<file path="src/rtl/seg_scan_driver.sv">
// Scanned driver for a 4-digit common-anode seven-segment display (M.SS.T).
// Inputs are snapshotted once per frame; outputs are registered from next-state values.
module seg_scan_driver #(
  parameter int CLK_HZ   = 100_000_000,
  parameter int SCAN_HZ  = 1000,
  parameter int BLINK_HZ = 2
) (
  input  logic       clk,
  input  logic       reset,
  input  logic [3:0] minutes_bcd,
  input  logic [3:0] sec_tens_bcd,
  input  logic [3:0] sec_ones_bcd,
  input  logic [3:0] tenths_bcd,
  input  logic       flash_en,
  output logic [3:0] an,
  output logic [6:0] seg,
  output logic       dp,
  output logic       frame_start
);

  localparam int SCAN_DIV  = CLK_HZ / SCAN_HZ;
  localparam int BLINK_DIV = SCAN_HZ / (2 * BLINK_HZ);
  localparam int PRE_W     = $clog2(SCAN_DIV);
  localparam int BCNT_W    = (BLINK_DIV > 1) ? $clog2(BLINK_DIV) : 1;

  localparam logic [PRE_W-1:0]  PRE_MAX   = PRE_W'(SCAN_DIV - 1);
  localparam logic [BCNT_W-1:0] BLINK_MAX = BCNT_W'(BLINK_DIV - 1);

  logic [PRE_W-1:0]  pre_q, pre_d;
  logic [1:0]        idx_q, idx_d;
  logic [3:0][3:0]   shadow_q, shadow_d;
  logic [BCNT_W-1:0] bcnt_q, bcnt_d;
  logic              phase_q, phase_d;
  logic [3:0]        an_q, an_d;
  logic [6:0]        seg_q, seg_d;
  logic              dp_q, dp_d;
  logic              frame_start_q;
  logic              scan_tick;
  logic              capture;

  function automatic logic [6:0] decode(input logic [3:0] digit);
    case (digit)
      4'd0:    decode = 7'b1000000;
      4'd1:    decode = 7'b1111001;
      4'd2:    decode = 7'b0100100;
      4'd3:    decode = 7'b0110000;
      4'd4:    decode = 7'b0011001;
      4'd5:    decode = 7'b0010010;
      4'd6:    decode = 7'b0000010;
      4'd7:    decode = 7'b1111000;
      4'd8:    decode = 7'b0000000;
      4'd9:    decode = 7'b0010000;
      default: decode = 7'b0111111;
    endcase
  endfunction

  // NOTE: every signal gets its default at the top of always_comb so no path can infer a latch.
  always_comb begin
    scan_tick = (pre_q == PRE_MAX);
    pre_d     = scan_tick ? '0 : pre_q + 1'b1;
    idx_d     = scan_tick ? idx_q + 2'd1 : idx_q;
    capture   = scan_tick && (idx_q == 2'd3);
    shadow_d  = shadow_q;
    bcnt_d    = '0;
    phase_d   = 1'b0;

    // Snapshot on the wrap to digit 0 so a frame never mixes old and new digits.
    if (capture) begin
      shadow_d = {minutes_bcd, sec_tens_bcd, sec_ones_bcd, tenths_bcd};
    end

    if (flash_en) begin
      bcnt_d  = bcnt_q;
      phase_d = phase_q;
      if (scan_tick) begin
        if (bcnt_q == BLINK_MAX) begin
          bcnt_d  = '0;
          phase_d = ~phase_q;
        end else begin
          bcnt_d = bcnt_q + 1'b1;
        end
      end
    end

    // Drive from next-state index and shadow so the registered outputs are never a cycle stale.
    an_d  = phase_d ? 4'b1111 : ~(4'b0001 << idx_d);
    seg_d = decode(shadow_d[idx_d]);
    dp_d  = ~idx_d[0];
  end

  // NOTE: sequential state uses non-blocking assignments only, so all registers update together.
  always_ff @(posedge clk) begin
    if (reset) begin
      pre_q         <= '0;
      idx_q         <= '0;
      shadow_q      <= '0;
      bcnt_q        <= '0;
      phase_q       <= 1'b0;
      an_q          <= 4'b1111;
      seg_q         <= 7'b1111111;
      dp_q          <= 1'b1;
      frame_start_q <= 1'b0;
    end else begin
      pre_q         <= pre_d;
      idx_q         <= idx_d;
      shadow_q      <= shadow_d;
      bcnt_q        <= bcnt_d;
      phase_q       <= phase_d;
      an_q          <= an_d;
      seg_q         <= seg_d;
      dp_q          <= dp_d;
      frame_start_q <= capture;
    end
  end

  assign an          = an_q;
  assign seg         = seg_q;
  assign dp          = dp_q;
  assign frame_start = frame_start_q;

endmodule

</file>
<file path="config.mk">
export PLATFORM = sky130hd
export DESIGN_NAME = seg_scan_driver
export DESIGN_NICKNAME = d
export VERILOG_FILES = /design/src/rtl/seg_scan_driver.sv
export SDC_FILE = /design/constraint.sdc
export NUM_CORES = 1
export LEC_CHECK = 0
export BUFFER_PORTS_ARGS = -buffer_cell sky130_fd_sc_hd__buf_2
export CORE_MARGIN = 3
export CORE_UTILIZATION = 40
export CTS_CLUSTER_DIAMETER = 40
export DETAILED_ROUTE_END_ITERATION = 8
export PLACE_DENSITY = 0.68
export SYNTH_ARGS = -nofsm -noshare
export SYNTH_HDL_FRONTEND = slang
export SYNTH_SLANG_ARGS = --single-unit
</file>
<file path="constraint.sdc">
create_clock -name clk -period 3.7 [get_ports clk]
set_clock_uncertainty 0.15 [all_clocks]
set_input_delay 0.74 -clock clk [delete_from_list [all_inputs] [get_ports clk]]
set_output_delay 0.74 -clock clk [all_outputs]
set_load 0.005 [all_outputs]
</file>
-- After elaboration in Yosys (flattened, before gate mapping)
Memory sizes are Yosys's and may differ from the RTL's. A register that Yosys moved wholly into a read port is not among the register bits.
Index checks and enable logic that the tools add are counted.
- add/subtract/negate cells: 3
- magnitude comparators: 1
- equal/unequal tests: 3
- shift operators: 1
- multiplexer cells: 8
- bitwise gates (word level): 4
- reduce and logical (&&, ||, !) cells: 4
- operators with widths (operator ; number):
    17-bit by 1-bit adder with 17-bit output (second input constant) ; 1
    17-bit equality test (second input constant) ; 1
    16-bit two-way mux ; 1
    8-bit by 1-bit adder with 8-bit output (second input constant) ; 1
    4-bit binary-select mux with 2-bit select ; 1
    8-bit equality test (second input constant) ; 1
    8-bit two-way mux ; 1
    2-bit OR reduction ; 3
    4-bit two-way mux ; 1
    4-bit inverter ; 1
    1-bit by 2-bit left shift with 4-bit output (first input constant) ; 1
    2-bit by 3-bit less-than comparator with 1-bit output (second input constant) ; 1
    1-bit two-way mux ; 3
    1-bit inverter ; 3
    2-bit by 1-bit adder with 2-bit output (second input constant) ; 1
    2-bit equality test (second input constant) ; 1
    2-bit two-way mux ; 1
    1-bit logical AND ; 1
- register bits: 50
- bits in read-only memories: 112
- output and inout bits: 13
- word-level logic and storage cells: 36
- memories kept: 1
- memories (name ; depth ; bits a word ; read ports ; clocked after memory_dff ; wr ports ; line ; text):
    (name not given) ; 16 ; 7 ; 1 ; 1 ; 0 ; 42 ; case (digit)

-- Longest topological paths before layout
Gate-level depths: netlist of the first run.
- depth after elaboration: 5
- gate-level depth with buffers: 13
- mapped depth without buffers: 12

-- Worst setup path after synthesis of the first run
OpenSTA, ideal clock, no wires.
- path type: register to register
- from: register pre_q[8]
- to: register seg_q[3], in the netlist seg[3]
- arrival: 3.125 ns
- data required time: 3.427 ns
- setup slack: 0.302 ns
- cell stages (with the launch flop): 11
- period minus slack after synthesis: 3.398 ns
- cell sequence: dfxtp_1 > or4b_4 > nor4_4 > mux2i_1 > mux4_2 > nor2_1 > nor2_1 > inv_1 > ha_1 > inv_1 > o32a_2
- word-level cells in the longest chain between the ends: 5
- elaborated cells on any way between the ends: 6
- RTL lines (what ; line ; text):
    start, declared ; 29 ; logic [PRE_W-1:0] pre_q, pre_d;
    start signal, assigned ; 104 ; pre_q <= pre_d;
    17-bit equality test (*) ; 59 ; scan_tick = (pre_q == PRE_MAX);
    1-bit logical AND ; 62 ; capture = scan_tick && (idx_q == 2'd3);
    16-bit two-way mux ; 68 ; if (capture) begin
    4-bit binary-select mux with 2-bit select (*) ; 87 ; seg_d = decode(shadow_d[idx_d]);
    4-bit two-way mux (not written as such) (*) ; 87 ;
    end, declared ; 35 ; logic [6:0] seg_q, seg_d;
Mark *: on every way between the ends. The rest lies on a longest branch, timed or not. The select of a mux whose other input is x is not followed.
A chain may end at the register's enable or synchronous reset.

-- Worst setup path after layout of the first run
- from: register pre_q[8]
- to: register an_q[3], in the netlist an[3]
- word-level cells in the longest chain between the ends: 4
- elaborated cells on any way between the ends: 7
- RTL lines (what ; line ; text):
    17-bit equality test (*) ; 59 ;
    1-bit two-way mux / 2-bit two-way mux (equally long branches) ; 75, 61 ;
    1-bit two-way mux / 1-bit by 2-bit left shift with 4-bit output (equally long branches) ; 72, 86 ;
    2-bit OR reduction (no source line) / 4-bit inverter (equally long branches) ; - ;
    end signal, assigned ; 109 ; an_q <= an_d;
    end, declared ; 34 ; logic [3:0] an_q, an_d;
Mark *: on every way between the ends. The rest lies on a longest branch, timed or not.

==> results of run 1 <==
worst max path at each step:
stage / start / end / slack, ps / depth (start not counted)
floorplan: pre_q[8]$_SDFF_PP0_ / seg[3]$_SDFF_PP1_ / 300 / 10
global placement: pre_q[8]$_SDFF_PP0_ / seg[3]$_SDFF_PP1_ / 250 / 10
detailed placement: pre_q[8]$_SDFF_PP0_ / seg[3]$_SDFF_PP1_ / 200 / 10
CTS: pre_q[8]$_SDFF_PP0_ / seg[3]$_SDFF_PP1_ / 180 / 10
global route: pre_q[8]$_SDFF_PP0_ / seg[3]$_SDFF_PP1_ / 20 / 12
finish: pre_q[8]$_SDFF_PP0_ / an[3]$_SDFF_PP1_ / 230 / 6
report_power, final:
part / leakage [nW] / switching (mW) / internal (mW)
clock: 0.102 / 0.230 / 0.342
combinational: 0.648 / 0.0220 / 0.0181
sequential: 0.462 / 0.00319 / 0.621
total: 1.21 / 0.255 / 0.980
sequential cells by signal (all words and copies together) (netlist names), 2 cells and up:
register	count
shadow_q	16
bcnt_q	8
an	4
seg	7
pre_q	17
idx_q	2
cells in the final DEF, fill, tap and decap left out, drive strengths merged, types with 4 or more instances in the layout:
master | synthesis | layout
ha | 10 | 10
o21ai | 9 | 9
dfxtp | 57 | 57
nor3 | 7 | 7
nand3 | 9 | 9
clkbuf | 8 | 12
and3 | 4 | 4
buf | 5 | 39
xor2 | 10 | 10
inv | 9 | 9
or3 | 7 | 7
xnor2 | 8 | 8
mux2i | 7 | 7
o32a | 4 | 4
nand4 | 5 | 5
a21oi | 27 | 27
nand2 | 46 | 46
mux2 | 5 | 5
nor2 | 37 | 37
cells by family after synthesis:
kind of cell	Yosys count	synth area share, %
AOI/OAI and AO/OA	61	15.09
muxes	13	5.513
adders and majority gates	10	4.519
xor gates and xnor gates	18	5.694
buffers and inverters	22	3.163
and+or+nand+nor	134	24.81
DFF	57	41.21
worst register-to-register path: stages, from the launching register on:
cell and delay (ps):
dfxtp_1 360, or4b_4 610, or4_4 610, or4_2 690, xnor2_1 160, a21oi_1 280, or3b_2 470
per-layer routing:
metal | vias up | part of all wire [%] | GRT usage, %
li1 | 1176 | - | -
met1 | 1060 | 51 | 21.59
met2 | 45 | 43 | 21.90
met3 | 6 | 4.6 | 5.161
met4 | 0 | 1.5 | 5.683
met5 | - | 0 | 0
repair_timing:
item | CTS | global route
gates resized for setup | 0 | 4
endpoints found under the setup margin | 0 | 1
buffers inserted | 0 | 0
per-stage QoR:
stage               setup WS [ps]  power, mW  utilization (%)  instances  hold slack (ps)
CTS                         175.8      1.255            49.33        433            299.7
detailed placement          197.6     0.6779            46.34        418            287.5
finish                      235.0      1.236            49.58        433            295.8
floorplan                   302.3     0.6572                -        315            267.5
global route                18.80      1.280            49.58        433            326.1
global placement            250.1     0.6770            46.34        418            277.2
layout make-up:
class                   instances  area [µm²]
clock inverters                 3       40.04
well taps                      77       96.34
fillers                       652        3293
clock buffers                  12       155.1
inverters                       9       33.78
multi-input cells             236        1556
repair buffers                 39       215.2
flip-flops and latches         57        1141
==> metrics.txt, run 1 <==
Worst slew margin between 60% and 70%; largest net degree at the start of global routing 33; Final Hold Vio Count 0; synthesized cell area 2769 µm²; Placed Area around 3000 µm²; final setup TNS 0 ps; io pins 32; RSZ-0062 raised after global routing no; total wire length 5889 µm; post-route cell area 3238 µm²; vias around 2300; synthesized flop and latch total 57; max-cap violations 0; syn_nets 344; Total GRT Usage 15.41%; most numerous cell in the Yosys netlist dfxtp_1; CTS tree built; grt total ovfl 0; hold path start pre_q[0]$_SDFF_PP0_; Syn-to-layout area delta 16.95%; dpl hpwl 4214 µm; # setup viols final 0; crit-path cells or4b_4 -> or4_4 -> or4_2 -> xnor2_1 -> a21oi_1 -> or3b_2; Yosys cell types 55; row count 29; Mean Syn Cell Area 8.790 µm²; IO buf count 31; Crit path max-delay family simple AND/OR/NAND/NOR gates; die width 89.20 µm; async set or reset register ratio after synthesis 0%; critical path's largest stage delay 690 ps; worst endpoint required time 3750 ps; FF-to-FF setup slack 230 ps; crit path buf inv count 0; Peak VDD IR 0.0002587 V; Starting Density a little over two fifths; CP arrival 3520 ps; Power Dens Cells 381.6 nW/µm²; Final #Nets 381; Worst Hold Depth 1; YS warnings 0; hold bufs inserted after CTS 0; crit path max-delay cell type or4_2; Die Area 7957 µm²; Max Fclk approximately 290 MHz; Post-synth EDFFs 0; min-delay worst type reg -> reg; Clock Pin Slew Worst Setup and Hold Paths 60 ps; Final ANT Viol Nets 0; leakage power about 1.2 nW; fin crit period 3465 ps; post-DR wirelength/cell roughly 14 µm; top post-synthesis cells by area dfxtp_1 (41%), nand2_1 (6.1%), nor2_1 (5.0%); worst flop-to-flop path startpoint pre_q[8]$_SDFF_PP0_; Placer Congestion between 0.8 and 0.9; final worst path period share a little over nine tenths; Setup crit end kind flop; crit path max fanout 6; Seq/Total Area, Yosys 41.21%; ANT cells 0; R2R Path End an[3]$_SDFF_PP1_; Die Y-Extent 89.20 µm; synth cell count leaders dfxtp_1 (57), nand2_1 (45), nor2_1 (37), a21oi_1 (27); first-pass GRT wire length 9466 µm; clock sinks 57; proportion of layout cells with a drive suffix above 1 ~22%; leading area contributor after synthesis dfxtp_1; vias in the first global route 1999; kind of critical path reg -> reg; Syn Inst Count about 320; Via density 5.282; Pins Over Slew Limit 0; status complete, no violations; H-tree depth 3; path depth of the worst reg2reg path 6; area fraction of the dominant cell type after synthesis 41.21%; Clock Latency Late Sink 330 ps; Worst-Margin Slew ~570 ps; First-pass DRT Iterations 4; clock buffer depth 2; Clock Tree Root clkbuf_8; Main synth FF type dfxtp_1; starting DRC count in detailed routing 138; core area ~6500 µm²; Worst Setup Start Kind flop; DRC errors left 0; initial antenna violation count 0; hold worst-path end pre_q[0]$_SDFF_PP0_; total CTS buffers 9
Power figures use the tool's default switching activity.
==> run 2, diff against run 1 <==
- CAP_MARGIN: default -> 20
- PLACE_DENSITY: 0.68 -> default
==> metrics.txt, run 2 (synthesized netlist as in run 1, its figures left out) <==
worst endpoint required time 3760 ps; DRC errors left 0; P_sw 0.2591 mW; Pint 1.056 mW; worst flop-to-flop path startpoint pre_q[8]$_SDFF_PP0_; total wire length 5991 µm; initial antenna violation count 0; status complete, no violations; Worst-Margin Slew 579.1 ps; Worst slew margin 61.39%; Via density 5.252; grt total ovfl 0; final worst path period share 94.19%; path depth of the worst reg2reg path 6; Placer Congestion between 0.8 and 0.9; Die Y-Extent 89.20 µm; Logic pwr share under 10%; CP arrival between 3000 and 4000 ps; post-DR wirelength/cell approximately 14 µm; Final #Nets about 380; GR Util met2 22.77%; RSZ-0062 raised after global routing no; Clock Tree Root clkbuf_8; Peak VDD IR 0.0001924 V; # setup viols final 0; Syn-to-layout area delta 18.26%; Tot Pwr 1.315 mW; crit path to an[3]$_SDFF_PP1_; fin crit period 3485 ps; commonest non-fill, non-tap cell in the layout dfxtp_1; GRT Max-Usage Layer met1; Final ANT Viol Nets 0; die width 89.20 µm; Clk pwr share between 40 and 50%; Starting Density 42.39%; Clock Latency Late Sink 340 ps; min-delay worst type reg -> reg; Global Route met3 Usage under 10%; starting DRC count in detailed routing 94; Worst Setup Start Kind flop; io pins 32; post-layout util 50.13%; core area 6531 µm²; H-tree depth 3; worst-case hold slack 302.1 ps; setup bufs post-CTS 0; vias 2290; Pins Over Slew Limit 0; largest net degree at the start of global routing 33; Most flops, register pre_q; Final Hold Vio Count 0; crit path max fanout 6; sw frac 19.71%; row count 29; dpl hpwl 4293 µm; clock sinks 57; Clock Pin Slew Worst Setup and Hold Paths 70 ps; biggest regs pre_q (17), shadow_q (16), bcnt_q (8); leakage power around 1.2 nW; Power Dens Cells 401.6 nW/µm²; vias in the first global route 2064; FF-to-FF setup slack approximately 220 ps; IO buf count 31; Setup crit end kind flop; first-pass GRT wire length about 9900 µm; Max Fclk approximately 290 MHz; Total GRT Usage around 16%; max-cap violations 0; ANT cells 0; clock buffer depth 2; commonest cells after routing, fill and taps aside dfxtp_1 (57), nand2_1 (45), nor2_1 (37), buf_2 (31), a21oi_1 (27); max reg flops 17; total CTS buffers 9; crit path from pre_q[8]$_SDFF_PP0_; First-pass DRT Iterations 4; met1 Use GR 23.45%; Die Area just under 8000 µm²; sequential share of power 47.4%; final setup TNS 0 ps; R2R Path End an[3]$_SDFF_PP1_; kind of critical path reg -> reg; CTS tree built; proportion of layout cells with a drive suffix above 1 22.01%
run 2: repair_timing:
action                                  in CTS  in global routing
hold buffers                                 0                  0
endpoints found under the setup margin       0                  1
resized for setup                            0                  2
run 2: metal layers:
layer,vias to the layer above,wire (µm)
met4,0,90
li1,1179,-
met3,9,292
met5,-,0
met1,1050,3061
met2,52,2548
run 2: per-stage QoR:
step / setup WS [ps] / std cells / cell area, µm²
2_1_floorplan: 302.3 / 315 / 2769
3_5_place_dp: 181.0 / 420 / 3042
4_1_cts: 168.8 / 436 / 3264
3_3_place_gp: 225.2 / 420 / 3042
6_report: 215.1 / 436 / 3274
5_1_grt: 26.40 / 436 / 3274
run 2: layout make-up:
cell class	count	area, µm²
Fill cell	643	3257
Clock buffer	14	162.7
Inverter	9	33.78
Clock inverter	2	60.06
Tap cell	77	96.34
Sequential cell	57	1141
Multi-Input combinational cell	236	1550
Timing Repair Buffer	41	230.2
run 2: worst min-delay path by stage:
stage	start	end	slack (ps)	cells past startpoint
after floorplan	pre_q[0]$_SDFF_PP0_	pre_q[0]$_SDFF_PP0_	270	1
after global placement	pre_q[0]$_SDFF_PP0_	pre_q[0]$_SDFF_PP0_	280	1
after detailed placement	pre_q[0]$_SDFF_PP0_	pre_q[0]$_SDFF_PP0_	290	1
after CTS	pre_q[0]$_SDFF_PP0_	pre_q[0]$_SDFF_PP0_	300	1
after global routing	pre_q[0]$_SDFF_PP0_	pre_q[0]$_SDFF_PP0_	320	1
final	pre_q[0]$_SDFF_PP0_	pre_q[0]$_SDFF_PP0_	300	1
run 2: power by group through the flow:
stage,Sequential (mW),Combinational [mW],Clock [mW]
2_1_floorplan,0.638,0.0194,0
3_3_place_gp,0.637,0.0405,0
3_5_place_dp,0.637,0.0403,0
4_1_cts,0.624,0.0405,0.666
5_1_grt,0.624,0.0452,0.693
6_report,0.624,0.0402,0.651
run 2: critical path, cell delays in order, from the launching register on:
cell	delay [ps]
dfxtp_1	360
or4b_4	610
or4_4	610
or4_2	700
xnor2_1	160
a21oi_1	290
or3b_2	470
==> run 3, diff against run 2 <==
- CORE_MARGIN: 3 -> 1
==> metrics.txt, run 3 (synthesized netlist as in run 1, its figures left out) <==
CTS tree built; vias in the first global route 2063; pre-CTS setup slack 108.6 ps; Worst-Margin Slew 562.3 ps; kind of critical path reg -> reg; sequential share of power roughly 54%; Clk pwr share 42.5%; Final Hold Vio Count 0; grt total ovfl 0; sw frac between 20% and 30%; Syn-to-layout area delta 15.91%; CP arrival 3520 ps; io pins 32; dpl hpwl 4241 µm; P_sw 0.2637 mW; # setup viols final 0; GRT Max-Usage Layer met1; Pint 0.8912 mW; RSZ-0062 raised after global routing no; max reg flops 17; commonest non-fill, non-tap cell in the layout dfxtp_1; leakage power roughly 1.2 nW; crit path max-delay cell type or4_2; DRC errors left 0; initial antenna violation count 0; core area 6531 µm²; Power Dens Cells ~360 nW/µm²; Peak VDD IR 0.0002575 V; post-DR wirelength/cell 13.76 µm; die width 85.20 µm; ANT cells 0; Final ANT Viol Nets 0; Placer Congestion 0.8623; starting DRC count in detailed routing 98; Die Y-Extent 85.20 µm; vias 2284; Global Route met3 Usage approximately 5.7%; Most flops, register pre_q; clock buffer depth 2; Clock Pin Slew Worst Setup and Hold Paths around 60 ps; max-cap violations 0; Logic pwr share under 10%; H-tree depth 3; met1 Use GR 25.83%; Final #Nets 383; fin crit period ~3500 ps; min-delay worst type reg -> reg; total wire length 5986 µm; IO buf count 31; critical path's largest stage delay 690 ps; Starting Density 42.39%; crit path max fanout 6; Setup crit end kind flop; Worst Setup Start Kind flop; Clock Tree Root clkbuf_8; total CTS buffers 9; Die Area 7259 µm²; Max Fclk 289.0 MHz; crit-path cells or4b_4 -> or4_4 -> or4_2 -> xnor2_1 -> a21oi_1 -> or3b_2; Via density 5.251; status complete, no violations; First-pass DRT Iterations 4; post-route worst setup slack 239.5 ps; row count 29; final setup TNS 0 ps; final worst path period share slightly above 90%; Pins Over Slew Limit 0; GR Util met2 25.00%; Total GRT Usage 18.09%; proportion of layout cells with a drive suffix above 1 22.35%; setup bufs post-CTS 0; commonest cells after routing, fill and taps aside dfxtp_1 (57), nand2_1 (45), nor2_1 (36), buf_2 (31), a21oi_1 (27); final-layout fill cell count roughly 650; worst endpoint required time 3760 ps; clock sinks 57; biggest regs pre_q (17), shadow_q (16), bcnt_q (8); largest net degree at the start of global routing 33; first-pass GRT wire length 10140 µm; Clock Latency Late Sink ~330 ps; Worst slew margin 62.51%
run 3: final cells by class:
| type | count | area [µm²] | share of cell area, % |
|---|---|---|---|
| flip-flops and latches | 57 | 1141 | 35.56 |
| inverters | 9 | 33.78 | 1.053 |
| clock inverters | 4 | 20.02 | 0.6238 |
| well taps | 77 | 96.34 | 3.002 |
| clock buffers | 11 | 141.4 | 4.405 |
| multi-input cells | 236 | 1546 | 48.19 |
| repair buffers | 41 | 230.2 | 7.173 |
run 3: final timing paths:
kind / start / endpoint / slack (ps) / cells after the start
worst max-delay path: pre_q[8]$_SDFF_PP0_ / an[3]$_SDFF_PP1_ / 240 / 6
worst min-delay path: pre_q[0]$_SDFF_PP0_ / pre_q[0]$_SDFF_PP0_ / 300 / 1
worst max register to register: pre_q[8]$_SDFF_PP0_ / an[3]$_SDFF_PP1_ / 240 / 6
worst min register to register: pre_q[0]$_SDFF_PP0_ / pre_q[0]$_SDFF_PP0_ / 300 / 1
run 3: metrics by stage:
stage          cell area [µm²]  power [mW]  hold slack, ps  cells  util [%]
3_3_place_gp              3042      0.6780           277.7    420     46.57
6_report                  3209       1.155           302.2    435     49.14
5_1_grt                   3209       1.210           320.0    435     49.14
4_1_cts                   3203       1.170           300.9    435     49.04
3_5_place_dp              3042      0.6781           289.8    420     46.57
2_1_floorplan             2769      0.6572           267.5    315         -
run 3: critical path, delay by kind of cell (launching register included):
family / cells / cell delay [ps]
xor gates and xnor gates: 1 / 170
AOI/OAI and AO/OA: 1 / 280
DFF: 1 / 360
and+or+nand+nor: 4 / 2380
run 3: what timing repair did:
item / CTS / global route
gates resized for setup: 0 / 2
endpoints found under the setup margin: 0 / 2
hold buffers: 0 / 0
run 3: power by group through the flow:
stage | clock [mW] | sequential (mW) | combinational, mW
finish | 0.491 | 0.624 | 0.0403
CTS | 0.505 | 0.624 | 0.0405
global placement | 0 | 0.637 | 0.0407
detailed placement | 0 | 0.638 | 0.0405
floorplan | 0 | 0.638 | 0.0194
global route | 0.542 | 0.624 | 0.0446
run 3: routing by layer:
| layer | share of wire [%] | vias to the layer above |
|---|---|---|
| li1 | - | 1184 |
| met1 | 53 | 1048 |
| met2 | 41 | 45 |
| met3 | 4.2 | 7 |
| met4 | 1.3 | 0 |
| met5 | 0 | - |
